File: src/rtl/trng_pkg.sv
// Shared TRNG definitions: default block sizes and the von Neumann pair-state encoding.
package trng_pkg;

    localparam int unsigned DEF_WIDTH      = 8;
    localparam int unsigned DEF_FIFO_DEPTH = 4;
    localparam int unsigned DEF_RCT_CUTOFF = 32;

    typedef enum logic {
        VN_IDLE  = 1'b0,
        VN_HAVE1 = 1'b1
    } vn_state_e;

endpackage

File: src/rtl/trng_postproc_if.sv
// Raw-sample input, control and output handshake signals of the TRNG post-processor.
interface trng_postproc_if import trng_pkg::*; #(
    parameter int unsigned WIDTH = DEF_WIDTH
) ();

    logic             en;
    logic             raw_bit;
    logic             raw_valid;
    logic             clr_fail;
    logic [WIDTH-1:0] out_data;
    logic             out_valid;
    logic             out_ready;
    logic             health_fail;
    logic             overflow;

    modport master (
        output en, raw_bit, raw_valid, clr_fail, out_ready,
        input  out_data, out_valid, health_fail, overflow
    );

    modport slave (
        input  en, raw_bit, raw_valid, clr_fail, out_ready,
        output out_data, out_valid, health_fail, overflow
    );

endinterface

File: src/rtl/trng_sync_fifo.sv
// Synchronous FIFO with wrap-bit pointers and a registered head word.
module trng_sync_fifo #(
    parameter int unsigned WIDTH = 8,
    parameter int unsigned DEPTH = 4
) (
    input  logic             clk,
    input  logic             rst_n,
    input  logic             push_i,
    input  logic [WIDTH-1:0] wdata_i,
    input  logic             pop_i,
    output logic             full_o,
    output logic             empty_o,
    output logic [WIDTH-1:0] rdata_o
);

    localparam int unsigned AW = $clog2(DEPTH);

    logic [AW:0]      wptr_q, wptr_d, rptr_q, rptr_d;
    logic [WIDTH-1:0] mem_q [DEPTH];
    logic [WIDTH-1:0] head_q, head_d;
    logic             do_push, do_pop;

    assign empty_o = (wptr_q == rptr_q);
    assign full_o  = (wptr_q[AW] != rptr_q[AW]) && (wptr_q[AW-1:0] == rptr_q[AW-1:0]);
    assign do_pop  = pop_i & ~empty_o;
    assign do_push = push_i & (~full_o | do_pop);
    assign rdata_o = head_q;

    always_comb begin
        wptr_d = wptr_q + {{AW{1'b0}}, do_push};
        rptr_d = rptr_q + {{AW{1'b0}}, do_pop};
        // The word written this cycle becomes the head when nothing older remains.
        if (do_push && (rptr_d == wptr_q)) begin
            head_d = wdata_i;
        end else begin
            head_d = mem_q[rptr_d[AW-1:0]];
        end
    end

    always_ff @(posedge clk or negedge rst_n) begin
        if (!rst_n) begin
            wptr_q <= '0;
            rptr_q <= '0;
            head_q <= '0;
            for (int i = 0; i < DEPTH; i++) begin
                mem_q[i] <= '0;
            end
        end else begin
            wptr_q <= wptr_d;
            rptr_q <= rptr_d;
            head_q <= head_d;
            if (do_push) begin
                mem_q[wptr_q[AW-1:0]] <= wdata_i;
            end
        end
    end

endmodule

File: src/rtl/trng_postproc.sv
// TRNG post-processing: repetition-count health test, von Neumann debiasing,
// word packing and output buffering behind a valid/ready handshake.
module trng_postproc import trng_pkg::*; #(
    parameter int unsigned WIDTH      = DEF_WIDTH,
    parameter int unsigned FIFO_DEPTH = DEF_FIFO_DEPTH,
    parameter int unsigned RCT_CUTOFF = DEF_RCT_CUTOFF
) (
    input  logic            clk,
    input  logic            rst_n,
    trng_postproc_if.slave  bus
);

    localparam int unsigned CntW  = $clog2(RCT_CUTOFF + 1);
    localparam int unsigned BcntW = $clog2(WIDTH);

    logic [CntW-1:0]  cnt_q, cnt_d;
    logic             last_q, last_d;
    logic             hit_q, hit_d;
    logic             fail_q, fail_d;
    logic             ovf_q, ovf_d;
    vn_state_e        vn_q, vn_d;
    logic             first_q, first_d;
    logic [WIDTH-1:0] shreg_q, shreg_d;
    logic [BcntW-1:0] bcnt_q, bcnt_d;

    logic             accept, flush, push, drop;
    logic             fifo_full, fifo_empty;
    logic [WIDTH-1:0] fifo_rdata;

    assign accept = bus.raw_valid & bus.en & ~fail_q;
    assign flush  = ~bus.en | fail_q;

    // Repetition-count test; hit_q is a one-cycle event so a later clear can stick.
    always_comb begin
        cnt_d  = cnt_q;
        last_d = last_q;
        if (!bus.en || bus.clr_fail) begin
            cnt_d = '0;
        end else if (bus.raw_valid) begin
            last_d = bus.raw_bit;
            if ((cnt_q == '0) || (bus.raw_bit != last_q)) begin
                cnt_d = CntW'(1);
            end else if (cnt_q != CntW'(RCT_CUTOFF)) begin
                cnt_d = cnt_q + CntW'(1);
            end
        end
        hit_d  = (cnt_d == CntW'(RCT_CUTOFF)) && (cnt_q != CntW'(RCT_CUTOFF));
        fail_d = hit_q ? 1'b1 : (bus.clr_fail ? 1'b0 : fail_q);
    end

    always_comb begin
        vn_d    = vn_q;
        first_d = first_q;
        shreg_d = shreg_q;
        bcnt_d  = bcnt_q;
        push    = 1'b0;
        if (flush) begin
            vn_d    = VN_IDLE;
            shreg_d = '0;
            bcnt_d  = '0;
        end else if (accept) begin
            unique case (vn_q)
                VN_IDLE: begin
                    first_d = bus.raw_bit;
                    vn_d    = VN_HAVE1;
                end
                VN_HAVE1: begin
                    vn_d = VN_IDLE;
                    if (first_q != bus.raw_bit) begin
                        shreg_d = {shreg_q[WIDTH-2:0], first_q};
                        if (bcnt_q == BcntW'(WIDTH - 1)) begin
                            bcnt_d = '0;
                            push   = 1'b1;
                        end else begin
                            bcnt_d = bcnt_q + BcntW'(1);
                        end
                    end
                end
                default: vn_d = VN_IDLE;
            endcase
        end
    end

    // A full FIFO still takes the word when the consumer pops in the same cycle.
    assign drop  = push & fifo_full & ~(bus.out_ready & ~fifo_empty);
    assign ovf_d = drop ? 1'b1 : (bus.clr_fail ? 1'b0 : ovf_q);

    always_ff @(posedge clk or negedge rst_n) begin
        if (!rst_n) begin
            cnt_q   <= '0;
            last_q  <= 1'b0;
            hit_q   <= 1'b0;
            fail_q  <= 1'b0;
            ovf_q   <= 1'b0;
            vn_q    <= VN_IDLE;
            first_q <= 1'b0;
            shreg_q <= '0;
            bcnt_q  <= '0;
        end else begin
            cnt_q   <= cnt_d;
            last_q  <= last_d;
            hit_q   <= hit_d;
            fail_q  <= fail_d;
            ovf_q   <= ovf_d;
            vn_q    <= vn_d;
            first_q <= first_d;
            shreg_q <= shreg_d;
            bcnt_q  <= bcnt_d;
        end
    end

    trng_sync_fifo #(
        .WIDTH (WIDTH),
        .DEPTH (FIFO_DEPTH)
    ) u_fifo (
        .clk     (clk),
        .rst_n   (rst_n),
        .push_i  (push),
        .wdata_i (shreg_d),
        .pop_i   (bus.out_ready),
        .full_o  (fifo_full),
        .empty_o (fifo_empty),
        .rdata_o (fifo_rdata)
    );

    assign bus.out_data    = fifo_rdata;
    assign bus.out_valid   = ~fifo_empty;
    assign bus.health_fail = fail_q;
    assign bus.overflow    = ovf_q;

endmodule

File: src/flat_wrapper.sv
// flat-port wrapper written by rule: the top's interface ports become plain ports
module trng_postproc_flat import trng_pkg::*;
#(
    parameter int unsigned WIDTH      = DEF_WIDTH,
    parameter int unsigned FIFO_DEPTH = DEF_FIFO_DEPTH,
    parameter int unsigned RCT_CUTOFF = DEF_RCT_CUTOFF
)
  (clk, rst_n, bus_en, bus_raw_bit, bus_raw_valid, bus_clr_fail, bus_out_ready, bus_out_data, bus_out_valid, bus_health_fail, bus_overflow);
  trng_postproc_if #(.WIDTH(WIDTH)) bus_i ();
  input  logic clk;
  input  logic rst_n;
  input wire logic [$bits(bus_i.en)-1:0] bus_en;
  input wire logic [$bits(bus_i.raw_bit)-1:0] bus_raw_bit;
  input wire logic [$bits(bus_i.raw_valid)-1:0] bus_raw_valid;
  input wire logic [$bits(bus_i.clr_fail)-1:0] bus_clr_fail;
  input wire logic [$bits(bus_i.out_ready)-1:0] bus_out_ready;
  output wire logic [$bits(bus_i.out_data)-1:0] bus_out_data;
  output wire logic [$bits(bus_i.out_valid)-1:0] bus_out_valid;
  output wire logic [$bits(bus_i.health_fail)-1:0] bus_health_fail;
  output wire logic [$bits(bus_i.overflow)-1:0] bus_overflow;
  assign bus_i.en = bus_en;
  assign bus_i.raw_bit = bus_raw_bit;
  assign bus_i.raw_valid = bus_raw_valid;
  assign bus_i.clr_fail = bus_clr_fail;
  assign bus_i.out_ready = bus_out_ready;
  assign bus_out_data = bus_i.out_data;
  assign bus_out_valid = bus_i.out_valid;
  assign bus_health_fail = bus_i.health_fail;
  assign bus_overflow = bus_i.overflow;
  trng_postproc #(.WIDTH(WIDTH), .FIFO_DEPTH(FIFO_DEPTH), .RCT_CUTOFF(RCT_CUTOFF)) u_core (.clk(clk), .rst_n(rst_n), .bus(bus_i));
endmodule
File: config.mk
export PLATFORM = sky130hd
export DESIGN_NAME = trng_postproc_flat
export DESIGN_NICKNAME = d
export VERILOG_FILES = /design/src/rtl/trng_pkg.sv /design/src/rtl/trng_postproc_if.sv /design/src/rtl/trng_sync_fifo.sv /design/src/rtl/trng_postproc.sv /design/src/flat_wrapper.sv
export SDC_FILE = /design/constraint.sdc
export NUM_CORES = 1
export LEC_CHECK = 0
export CAP_MARGIN = 20
export CORE_MARGIN = 1.5
export CORE_UTILIZATION = 45
export CTS_CLUSTER_DIAMETER = 100
export CTS_CLUSTER_SIZE = 40
export DETAILED_ROUTE_END_ITERATION = 7
export GPL_TIMING_DRIVEN = 1
export PLACE_DENSITY_LB_ADDON = 0.3
export SLEW_MARGIN = 20
export SYNTH_ARGS = -nofsm -noshare
export SYNTH_HDL_FRONTEND = slang
export SYNTH_SLANG_ARGS = --single-unit
export TNS_END_PERCENT = 50
File: constraint.sdc
create_clock -name clk -period 3.7 [get_ports clk]
set_input_delay 0.74 -clock clk [delete_from_list [all_inputs] [get_ports clk]]
set_output_delay 0.74 -clock clk [all_outputs]
set_load 0.05 [all_outputs]
# Word-level counts from Yosys, hierarchy flattened
# Cells that the tools add are included.
# W data, S select, Z words.
# word_totals
register_bits,69
output_inout_bits,11
wordCells,97
inputBits,7
# op_classes
addsub,4
reduce_logical,16
eq_ne,9
bitwise,18
n_mux,31
order_cmp,3
# op_table
operator,n
$mux W8,8
$bwmux W32,1
$mux W6,4
$bmux W8 S2,1
$demux W8 S2,1
$mux W3,5
$mux W1,10
$reduce_bool A2 Y1,5
$not A1 Y1,8
$add A3 B1 Y3,2
$add A6 B1 Y6 const B,1
$and A1 B1 Y1,6
$eq A3 B3 Y1,2
$eq A6 B6 Y1 const B,1
$ge A3 B3 Y1 const B,2
$logic_not A6 Y1,1
$ne A6 B6 Y1 const B,1
$not A2 Y3,2
$reduce_and A3 Y1,2
$logic_and A1 B1 Y1,4
$add A3 B1 Y3 const B,1
$eq A3 B3 Y1 const B,1
$lt A3 B1 Y1 const B,1
$ne A1 B1 Y1,3
6 further kinds,8

# Depth between registers and ports, before layout
# Gate-level depths: netlist of run 1.
# logic_depth
ltp_word,9
depth_mapped,9
ltp_nobuf,8

# By module
# From an unflattened synthesis of run 1, not the netlist that was laid out.
# unflattened
cells_unflattened,241
area_unflattened_um2,3289.4
# modules_own_cells
mod,instances,cells_each,area_each_um2,seq_area_each_um2
trng_sync_fifo,1,125,2090.8,1151.1
trng_postproc,1,116,1198.6,575.6

# Worst setup path before layout of run 1
# OpenSTA, ideal clock, no wires.
# synth_path
kind,reg2reg
from,register u_core.u_fifo.wptr_q[0]
to,"register u_core.u_fifo.head_q[0], in the netlist u_core.u_fifo.rdata_o[0]"
t_required_ps,3575
synth_period_minus_slack_ps,2637
arrival_ps,2512
slack_ps,1063
setup_ps,125
path_stages_with_launch,10
n_path_buf,2
path_cell_list,dfrtp_1 > buf_6 > xor2_4 > o31ai_4 > nor2_1 > ha_1 > buf_1 > xnor2_1 > nand4_1 > mux2_2
# synth_between
elab_chain_len,9
elab_cells_between_ends,16
cone_classes,add/sub: 1; eq/ne: 3; mux: 4; bitwise: 6; reduce/logical: 2
# synth_lines
item,line,source
from (decl),trng_sync_fifo.sv:18,"logic [AW:0] wptr_q, wptr_d, rptr_q, rptr_d;"
from (signal assigned),trng_sync_fifo.sv:49,wptr_q <= wptr_d;
$eq A3 B3 Y1 *,trng_sync_fifo.sv:23,assign empty_o = (wptr_q == rptr_q);
$not A1 Y1 *,trng_sync_fifo.sv:25,assign do_pop = pop_i & ~empty_o;
$and A1 B1 Y1 *,trng_sync_fifo.sv:25,
$add A3 B1 Y3 *,trng_sync_fifo.sv:31,"rptr_d = rptr_q + {{AW{1'b0}}, do_pop};"
net u_core.u_fifo.rptr_d[1],trng_sync_fifo.sv:18,
$not A2 Y3 (implied by the code),trng_sync_fifo.sv:36,head_d = mem_q[rptr_d[AW-1:0]];
$bmux W8 S2,trng_sync_fifo.sv:36,
$mux W8 (implied by the code) (2 in a row),trng_sync_fifo.sv:36,
$mux W8 *,trng_sync_fifo.sv:33,if (do_push && (rptr_d == wptr_q)) begin
net u_core.u_fifo.head_d[0],trng_sync_fifo.sv:20,"logic [WIDTH-1:0] head_q, head_d;"
to (signal assigned),trng_sync_fifo.sv:44,head_q <= '0;
to (signal assigned),trng_sync_fifo.sv:51,head_q <= head_d;
to (decl),trng_sync_fifo.sv:20,
# Mark *: on every way through the listed nets, which the timed path passes. The rest lies on a longest branch. The select of a mux whose other input is x is not followed.
# A chain may end at the register's enable or synchronous reset.

# Worst setup path after layout of run 1
# layout_path
from,register u_core.u_fifo.wptr_q[1]
to,output port bus_out_valid
# layout_between
elab_chain_len,2
# layout_lines
item,line,source
$eq A3 B3 Y1,trng_sync_fifo.sv:23,
$not A1 Y1,trng_postproc.sv:127,assign bus.out_valid = ~fifo_empty;
to (decl),flat_wrapper.sv:18,output wire logic [$bits(bus_i.out_valid)-1:0] bus_out_valid;
# Every way passes these cells.

==> results of run 1 <==
layout make-up:
type,instances,area share
flip-flops and latches,69,0.466
multi-input cells,142,0.371
repair buffers,22,0.0547
clock buffers,11,0.0408
well taps,96,0.0324
clock inverters,4,0.0256
inverters,10,0.0101
synth_stat cells (3+ instances only):
master	n
nand3_1	4
mux4_2	8
xor2_1	6
mux2_2	42
inv_1	10
a22o_1	9
dfrtp_1	69
clkbuf_1	3
nand2_1	7
ha_1	7
xnor2_1	5
nor2_1	7
nor3_1	5
a31oi_1	3
o21ai_0	6
a21oi_1	5
report_power, final:
group | internal, mW | leakage [nW] | switching (mW)
combinational | 0.165 | 0.684 | 0.213
clock | 0.480 | 0.125 | 0.268
sequential | 0.780 | 0.951 | 0.0306
worst max path at each step:
stage | slack (ns) | end | from
final | 0.80 | bus_out_valid | u_core.u_fifo.wptr_q[1]$_DFF_PN0_
after global routing | 0.64 | u_core.u_fifo.rdata_o[7]$_DFF_PN0_ | u_core.u_fifo.wptr_q[0]$_DFF_PN0_
after CTS | 0.76 | bus_out_valid | u_core.u_fifo.wptr_q[0]$_DFF_PN0_
after global placement | 0.53 | u_core.u_fifo.mem_q[30]$_DFFE_PN0P_ | bus_raw_bit
after floorplan | 1.06 | u_core.u_fifo.rdata_o[0]$_DFF_PN0_ | u_core.u_fifo.wptr_q[0]$_DFF_PN0_
after detailed placement | 0.47 | u_core.u_fifo.mem_q[25]$_DFFE_PN0P_ | bus_raw_bit
stage by stage:
stage	power, mW	cells	hold slack (ns)	utilization	setup slack, ns
detailed placement	1.21	339	0.449	0.507	0.468
CTS	1.96	354	0.478	0.543	0.763
floorplan	1.10	229	0.404	-	1.06
global placement	1.21	339	0.444	0.507	0.532
global route	2.03	354	0.498	0.543	0.642
finish	1.94	354	0.482	0.543	0.795
sequential cells by signal, summed over array words and instances (netlist names):
| signal | flops |
|---|---|
| u_core.u_fifo.mem_q | 32 |
| u_core.shreg_q | 8 |
| u_core.u_fifo.rdata_o | 8 |
| u_core.cnt_q | 6 |
| u_core.bcnt_q | 3 |
| u_core.u_fifo.rptr_q | 3 |
| u_core.u_fifo.wptr_q | 3 |
| u_core.bus.health_fail | 1 |
| u_core.bus.overflow | 1 |
| u_core.first_q | 1 |
| u_core.hit_q | 1 |
| u_core.last_q | 1 |
| u_core.vn_q | 1 |
per-layer routing:
metal	vias up	track usage	wire length, microns
li1	880	-	-
met1	973	0.227	2570
met2	33	0.271	2860
met3	11	0.0512	184
met4	0	0.0794	116
met5	-	0	0
kinds of logic (layout without fill, tap and decap cells):
| group | count (synthesis) | count (layout) | share of synthesized area |
|---|---|---|---|
| XOR/XNOR | 14 | 14 | 0.0526 |
| flip-flops | 69 | 69 | 0.542 |
| AND/OR/NAND/NOR | 38 | 38 | 0.0672 |
| multiplexers | 51 | 51 | 0.208 |
| AO/OA/AOI/OAI | 32 | 32 | 0.0758 |
| buffers and inverters | 18 | 47 | 0.0267 |
| adder cells (fa/ha/maj) | 7 | 7 | 0.0275 |
worst reg2reg max path, delay by kind of cell, from the launching register on:
| kind | cells | cell delay, ns |
|---|---|---|
| fa+ha+maj | 1 | 0.20 |
| simple gates | 2 | 0.56 |
| mux | 1 | 0.47 |
| flops | 1 | 0.50 |
| xor+xnor | 3 | 0.61 |
| compound gates | 1 | 0.41 |
==> impl_metrics.tcl, run 1 <==
set metrics [dict create \
    dr.pass1.iters 4 \
    cts_tree "yes" \
    syn-num-nets 243 \
    clk_pin_slew_ns 0.07 \
    end_kind "primary output" \
    status "finished, final reports clean" \
    crit_type "reg -> out" \
    startpoint_type "register" \
    die_w_microns 87.1 \
    postCtsHoldBufs 0 \
    ys_ff_latch 69 \
    area_delta_synth_final_pct 16.4 \
    layout_min_cycle_time_ns 2.90 \
    crit_cells 3 \
    rr_worst_depth 8 \
    ir_drop_mv 0.245 \
    layout.nets 268 \
    timing.final.max_slew_violations 0 \
    tns_ns 0 \
    overflow 0 \
    power_density_nw_per_um2 522 \
    rrSetupSlack_ns 0.85 \
    hold_violations 0 \
    slowest_stage "clkdlybuf4s50_1" \
    slowest_delay_ns 0.71 \
    antenna_found_initial 0 \
    synth_top_area_frac 0.542 \
    wl_per_cell_microns 16.2 \
    fin_skew_ns 0.00630 \
    worstReg2RegEnd "u_core.u_fifo.rdata_o[7]$_DFF_PN0_" \
    portBuffers 17 \
    synth.avg_cell_area_sq_um 13.9 \
    drtIter0Drc 106 \
    period_share 0.785 \
    crit_required_ns 2.96 \
    rows 30 \
    clockBufferDepth 2 \
    seq_area_sq_um 1730 \
    worstHoldStart "u_core.hit_q$_DFF_PN0_" \
    cts_made_buffers 9 \
    grt_pass1_wl_microns 9720 \
    final_cell_mix "dfrtp_1, mux2_2, clkdlybuf4s50_1" \
    dp_hpwl_microns 3780 \
    multi_input_area_sq_um 1370 \
    setup_viol 0 \
    dpl-instance-area_sq_um 3460 \
    synth_top_cells_by_area "dfrtp_1, mux2_2, mux4_2" \
    ys.flop_type "dfrtp_1" \
    synthCells 229 \
    antennaDiodeCount 0 \
    ios 18 \
    hold_path_class "reg -> reg" \
    vias_per_cell 5.36 \
    start_util 0.466 \
    slew_headroom 0.403 \
    cts.root.buffer_cell "clkbuf_8" \
    maxCapViolCount 0 \
    synthArstFlopShare 1.00 \
    clk_latency_ns 0.34 \
    wl_microns 5730 \
    reg2reg_from "u_core.u_fifo.wptr_q[0]$_DFF_PN0_" \
    leakage_nw 1.76 \
    gp_congestion 0.804 \
    fmaxAchievable_ghz 0.344 \
    design_area_sq_um 3710 \
    post_cts_buffers 0 \
    cts_resized 0 \
    drive_gt1_frac 0.295 \
    htreeDepth 3 \
    clock-sinks 69 \
    rsz0062_at_grt "no" \
    path_cells "xor2_2, or3_1, clkdlybuf4s50_1" \
    cpLargestDelayFamily "buffers and inverters" \
    worstHoldEndpoint "u_core.bus.health_fail$_DFFE_PN0P_" \
    synth_area_leader_cell "dfrtp_1" \
    grt_start_max_net_pins 70 \
    worst_pin_slew_ns 0.884 \
    die_h_microns 87.1 \
    seq_area_frac_synth 0.542 \
    worstPathMaxFanout 7 \
    design.core.area_sq_um 6830 \
    hold_depth 1 \
    first_global_vias 1994 \
    syn_area_sq_um 3190 \
    synth_edf_count 0 \
    grt_usage 0.174 \
    ant_nets 0 \
    route.detailed.drc 0 \
    final_common_cell "dfrtp_1" \
    yosysUniqueCellTypes 44 \
    critPathBufInv 1 \
    yosysWarnings 0 \
    fill_cells 591 \
    die-area_sq_um 7590 \
    vias 1897 \
    critPathArrivalTime_ns 2.16 \
]
No activity file was read; power rests on OpenSTA's default activity.
==> run 2: changes to the inputs <==
Clock period 3.7 ns to 2.4 ns, I/O delays scaled along.
==> impl_metrics.tcl, run 2 (same netlist as run 1, synthesis figures left out) <==
set metrics [dict create \
    status "finished, final reports clean" \
    rsz0062_at_grt "yes" \
    hold_path_class "in -> async" \
    dr.pass1.iters 4 \
    utilization 0.572 \
    htreeDepth 3 \
    fmaxAchievable_ghz 0.439 \
    maxCapViolCount 0 \
    critPathBufInv 2 \
    cts.root.buffer_cell "clkbuf_8" \
    layout.nets 289 \
    drive_gt1_frac 0.364 \
    tns_ns 0 \
    crit_required_ns 2.63 \
    cts_made_buffers 9 \
    dpl-instance-area_sq_um 3680 \
    critPathArrivalTime_ns 2.51 \
    leakage_nw 1.87 \
    grt_pass1_wl_microns 9740 \
    grt_start_max_net_pins 47 \
    finalPower_mw 3.02 \
    dp_hpwl_microns 3910 \
    worst_pin_slew_ns 0.561 \
    cts_tree "yes" \
    gp_congestion 0.804 \
    die-area_sq_um 7590 \
    cpLargestDelayFamily "multiplexers" \
    end_kind "register" \
    first_global_vias 1953 \
    die_w_microns 87.1 \
    antennaDiodeCount 0 \
    startpoint_type "register" \
    fin_skew_ns 0.00849 \
    combPwrFrac 0.233 \
    portBuffers 17 \
    area_delta_synth_final_pct 22.7 \
    ir_drop_mv 0.293 \
    crit_type "reg -> reg" \
    path_cells "xor2_1, o31ai_4, buf_4, xnor2_4, buf_4, mux4_2, mux2_2" \
    timing.critical_path.mode_cell "buf_4" \
    reg2reg_from "u_core.u_fifo.rptr_q[2]$_DFF_PN0_" \
    ant_nets 0 \
    clk_latency_ns 0.35 \
    slowest_delay_ns 0.49 \
    pwr-share-seq 0.417 \
    vias 1944 \
    period_share 0.950 \
    worstReg2RegEnd "u_core.u_fifo.rdata_o[5]$_DFF_PN0_" \
    clockBufferDepth 2 \
    clk_pin_slew_ns 0.08 \
    clockPowerShare 0.350 \
    fill_cells 580 \
    power_density_nw_per_um2 771 \
    swShare 0.291 \
    drtIter0Drc 92 \
    design.core.area_sq_um 6830 \
    wl_per_cell_microns 15.4 \
    wl_microns 5790 \
    setup_viol 0 \
    clock-sinks 69 \
    hold_violations 0 \
    final_cell_mix "dfrtp_1, mux2_2, buf_4" \
    antenna_found_initial 0 \
    largest_reg_flops 32 \
    die_h_microns 87.1 \
    vias_per_cell 5.17 \
    p_int_mw 2.14 \
    design_area_sq_um 3910 \
    slew_headroom 0.626 \
    regMostFlops "u_core.u_fifo.mem_q" \
    slowest_stage "mux4_2" \
    post_cts_buffers 0 \
    start_util 0.466 \
    rrSetupSlack_ns 0.12 \
    p_sw_uw 877 \
    grt_usage 0.174 \
    route.detailed.drc 0 \
    rows 30 \
    worstPathMaxFanout 4 \
    ios 18 \
    overflow 0 \
    rr_worst_depth 7 \
    final_common_cell "dfrtp_1" \
    timing.final.max_slew_violations 0 \
    hold-worst-slack_ns 0.120 \
    layout_min_cycle_time_ns 2.28 \
]
==> run 2: changes by cell type in the layout (fill, tap and decap cells not counted), moves of 2 or more <==
cell        previous run  this run
inv_6                  0         2
buf_4                  5        23
clkinvlp_4             0         2
clkbuf_8              11         9
buf_12                 0         3
==> run 2: how the worst max path moves through the flow <==
stage	startpoint	endpoint	slack [ns]	cells after the start
floorplan	u_core.u_fifo.wptr_q[1]$_DFF_PN0_	u_core.u_fifo.rdata_o[1]$_DFF_PN0_	-0.06	9
global placement	bus_raw_bit	u_core.u_fifo.mem_q[24]$_DFFE_PN0P_	-0.17	7
detailed placement	bus_raw_bit	u_core.u_fifo.mem_q[29]$_DFFE_PN0P_	-0.20	7
CTS	u_core.u_fifo.wptr_q[1]$_DFF_PN0_	u_core.u_fifo.rdata_o[7]$_DFF_PN0_	0.08	7
global route	bus_raw_bit	u_core.u_fifo.mem_q[29]$_DFFE_PN0P_	-0.002	7
finish	u_core.u_fifo.rptr_q[2]$_DFF_PN0_	u_core.u_fifo.rdata_o[5]$_DFF_PN0_	0.12	7
==> run 2: per-layer routing <==
metal | part of all wire | vias up | GRT usage
li1 | - | 929 | -
met1 | 0.48 | 991 | 0.238
met2 | 0.48 | 18 | 0.266
met3 | 0.022 | 6 | 0.0313
met4 | 0.016 | 0 | 0.0866
met5 | 0 | - | 0
==> run 2: worst register-to-register path, cell delays in order, from the launching register on <==
cell and delay, ns:
dfrtp_2 0.44, xor2_1 0.20, o31ai_4 0.28, buf_4 0.18
xnor2_4 0.12, buf_4 0.18, mux4_2 0.49, mux2_2 0.28
==> run 2: timing repair <==
item / in CTS / in global routing
setup endpoints to repair: 0 / 9
hold buffers: 0 / 0
gates resized for setup: 0 / 3
==> run 2: final cells by class <==
| type | instances | area (sq um) | area share |
|---|---|---|---|
| tap | 96 | 120 | 0.0307 |
| clock buffer | 9 | 124 | 0.0317 |
| clock inverter | 7 | 97.6 | 0.0250 |
| sequential | 69 | 1730 | 0.442 |
| timing repair buffer | 43 | 399 | 0.102 |
| inverter | 10 | 37.5 | 0.00960 |
| multi-input combinational | 142 | 1400 | 0.359 |
==> run 2: per-stage QoR <==
stage,setup slack [ns],cells
2_1_floorplan,-0.0636,229
3_3_place_gp,-0.173,360
3_5_place_dp,-0.203,360
4_1_cts,0.0836,376
5_1_grt,-0.00246,376
6_report,0.121,376
==> run 2: power groups by stage <==
stage	clock network [mW]	logic [mW]	registers, mW
2_1_floorplan	0	0.479	1.27
3_3_place_gp	0	0.682	1.27
3_5_place_dp	0	0.691	1.28
4_1_cts	1.08	0.694	1.25
5_1_grt	1.13	0.757	1.26
6_report	1.06	0.702	1.26
